`src/rtl/counter_updown_sync_param.sv`:
```
// counter_updown_sync_param: parametrised synchronous up/down modulo counter
// with parallel load, combinational terminal count for cascading and a
// registered wrap flag.
// Optional build macro: COUNTER_SATURATE_EN -- counter saturates at the
// bounds instead of wrapping; wrap then flags a held-at-bound count attempt.
module counter_updown_sync_param #(
    parameter int unsigned WIDTH   = 4,
    parameter int unsigned MODULUS = 2 ** WIDTH
) (
    input  logic             clk,
    input  logic             reset,
    input  logic             enable,
    input  logic             up_down,
    input  logic             load,
    input  logic [WIDTH-1:0] load_value,
    output logic [WIDTH-1:0] Q,
    output logic             tc,
    output logic             wrap
);

    localparam logic [WIDTH-1:0] MAX_VAL = WIDTH'(MODULUS - 1);

    logic             at_max;
    logic             at_zero;
    logic [WIDTH-1:0] load_clamped;
    logic [WIDTH-1:0] q_next;
    logic             wrap_next;

    // Bound detection and out-of-range load clamp
    always_comb begin
        at_max       = (Q == MAX_VAL);
        at_zero      = (Q == '0);
        load_clamped = (load_value > MAX_VAL) ? MAX_VAL : load_value;
    end

    // Terminal count: enables the next cascaded stage on the edge this one wraps
    always_comb begin
        tc = enable & (up_down ? at_max : at_zero);
    end

    // Next count and wrap flag; priority load > enable > hold (reset in the register)
    always_comb begin
        q_next    = Q;
        wrap_next = 1'b0;
        if (load) begin
            q_next = load_clamped;
        end else if (enable) begin
            if (up_down) begin
                if (at_max) begin
`ifdef COUNTER_SATURATE_EN
                    q_next    = MAX_VAL;
`else
                    q_next    = '0;
`endif
                    wrap_next = 1'b1;
                end else begin
                    q_next = Q + WIDTH'(1);
                end
            end else begin
                if (at_zero) begin
`ifdef COUNTER_SATURATE_EN
                    q_next    = '0;
`else
                    q_next    = MAX_VAL;
`endif
                    wrap_next = 1'b1;
                end else begin
                    q_next = Q - WIDTH'(1);
                end
            end
        end
    end

    // Count and wrap registers with synchronous reset
    always_ff @(posedge clk) begin
        if (reset) begin
            Q    <= '0;
            wrap <= 1'b0;
        end else begin
            Q    <= q_next;
            wrap <= wrap_next;
        end
    end

endmodule

```
`config.mk`:
```
export PLATFORM = sky130hd
export DESIGN_NAME = counter_updown_sync_param
export DESIGN_NICKNAME = d
export VERILOG_FILES = /design/src/rtl/counter_updown_sync_param.sv
export SDC_FILE = /design/constraint.sdc
export NUM_CORES = 1
export LEC_CHECK = 0
export CORE_AREA = 2 2 39 41
export CTS_CLUSTER_SIZE = 30
export DETAILED_ROUTE_END_ITERATION = 6
export DIE_AREA = 0 0 41 43
export GPL_ROUTABILITY_DRIVEN = 0
export PLACE_DENSITY = 0.58
export SKIP_CTS_REPAIR_TIMING = 1
export SYNTH_ARGS = -nofsm -noshare
export SYNTH_HDL_FRONTEND = slang
export SYNTH_SLANG_ARGS = --single-unit
```
`constraint.sdc`:
```
create_clock -name clk -period 1.6 [get_ports clk]
set_input_delay 0.24 -clock clk [delete_from_list [all_inputs] [get_ports clk]]
set_output_delay 0.24 -clock clk [all_outputs]
set_load 0.01 [all_outputs]
```
==> flow_summary.toml <==
[outcome]
outcome = "finished, final reports clean"

[pwr]
leakagePower_nw = 0.315
power_density_nw_per_um2 = 686
irDropWorstVdd_v = 0.000305
power_uw = 472

[logic_synthesis]
ys_types = 25
syn-instance-count = 43
syn_area_sq_um = 354
post_synth.cell_area_avg_sq_um = 8.23
ys_ff_latch = 5
synth_fp_nets = 54
ys_seq_area_share_pct = 28.3
yosysWarnings = 0

[layout]
design_area_sq_um = 688
mostFrequentLayoutCells = "11 x clkdlybuf4s50_1, 11 x buf_4, 4 x dfxtp_2, 4 x a21oi_1"
layout.cells.non_filler = 88
fin_nets = 84
diodes = 0
fin_util_pct = 49.7
drive_gt1_share_pct = 38.9
nFillCells = 143
area_growth_pct = 94.3

[global_route]
use_met3_pct = 4.71
grt_max_degree = 11
grt_util_all_layers_pct = 14.4
globalRouteMet2Util_pct = 19.1
grt.busiest_layer = "met2"
grt_pass1_wl_microns = 1610
grt_pass1_vias = 390
grt_antenna_before_repair = 0
grt_remaining_overflow = 0
grt_use_met1_pct = 17.7

[timing]
fmax_ghz = 0.633
setup_tns_ns = 0
tightest_slew_ns = 0.335
finClkSkew_ns = 0.00170
max-slew-margin-rel_pct = 77.6
timing.final.max_slew_violations = 0
holdWs_ns = 0.613
fin_ws_ns = 0.0193
finalHoldViolations = 0
period_needed_ns = 1.58
period_share_pct = 98.8
report.final.setup_viol = 0
grt_setup_unrepaired = "yes"

[worst_setup_path]
startpoint = "Q[0]"
cp_data_required_time_ns = 1.36
path_max_fanout = 3
cp-start-kind = "register"
r2r_start = "Q[0]"
critPathKind = "reg2out"
critPathArrivalTime_ns = 1.34
crit_path_end_kind = "output pin"

[hold_path]
hp-start = "load_value[0]"
hold_path_class = "in2reg"

[clock_tree]
cts_buffer_depth = 2
numCtsBuffers = 3
cts.sinks = 5
clk_latency_ns = 0.25
root_buffer = "clkbuf_4"
htreeDepth = 1
cts_tree = "built"
clk_pin_slew_ns = 0.04

[floorplanning]
core_area_sq_um = 1380
die_width_microns = 41
num_rows = 14
die_area_sq_um = 1760
ios = 15
die_h_microns = 43
start_util_pct = 25.6

[job]
drv_cap = 0

[routing]
first_pass_iters = 4
num_vias = 415
wl_per_cell_microns = 11.1
wl_microns = 980
ant_nets = 0
drt_iter0_drc = 1
via_per_inst = 4.72
drc_errors = 0

[placed_design]
dp_hpwl_microns = 752
place_area_sq_um = 597
place_ws_ns = -0.364
io_buffers = 14
placed_cells = 83
-- where the power goes --
part | total, mW | switching [mW] | internal (mW)
clock network | 0.154 | 0.0591 | 0.0948
registers | 0.145 | 0.00987 | 0.135
logic | 0.173 | 0.0673 | 0.106
total | 0.472 | 0.136 | 0.336
-- final cells by class --
type	count	area, sq um	area share, %
Multi-Input combinational cell	33	280	40.7
Timing Repair Buffer	27	245	35.6
Sequential cell	5	105	15.3
Clock buffer	4	26.3	3.82
Tap cell	16	20.0	2.91
Inverter	3	11.3	1.64
-- synthesized netlist by cell type (all sizes together) --
cell	number	area [sq um]
nor3b	1	7.51
a41oi	1	8.76
nand2	2	7.51
a21o	1	7.51
or2b	1	8.76
clkbuf	2	7.51
or4b	1	10.0
xnor2	2	17.5
ha	2	25.0
xor2	1	8.76
nor2b	3	18.8
dfxtp	5	100
nand2b	1	6.26
a21boi	2	15.0
inv	3	11.3
nor4b	1	8.76
o31ai	1	7.51
o311a	1	10.0
o21a	1	7.51
nor3	1	5.00
o21ai	1	5.00
o221ai	1	8.76
a21oi	4	20.0
nor2	3	11.3
mux2i	1	10.0
-- final timing paths --
check	to	slack, ns	depth (start not counted)
setup / recovery	tc	0.02	5
hold / removal	Q[0]	0.61	3
setup reg to reg	Q[3]	0.05	7
hold reg to reg	wrap	0.64	2
-- sequential cells by signal, summed over array words and instances (netlist names) --
register  count
wrap          1
Q             4
-- layer usage --
| layer | vias to the layer above | wire length, microns | share of wire (%) |
|---|---|---|---|
| li1 | 210 | - | - |
| met1 | 187 | 437 | 45 |
| met2 | 13 | 457 | 47 |
| met3 | 5 | 49 | 5.0 |
| met4 | 0 | 35 | 3.6 |
| met5 | - | 0 | 0 |
-- worst max-delay path, stage by stage (launching register included) --
cell     delay (ns)
dfxtp_2        0.33
buf_4          0.13
ha_1           0.21
a41oi_2        0.22
nor2b_1        0.06
buf_2          0.14
-- cell families (layout without fill, tap and decap cells) --
kind of cell,Yosys count,after routing,share of synthesized area (%)
AOI/OAI and AO/OA,13,13,25.4
xor gates and xnor gates,3,3,7.42
buffers and inverters,5,34,5.30
DFF,5,5,28.3
muxes,1,1,2.83
adders and majority gates,2,2,7.07
and+or+nand+nor,14,14,23.7
No activity file was read; power rests on OpenSTA's default activity.
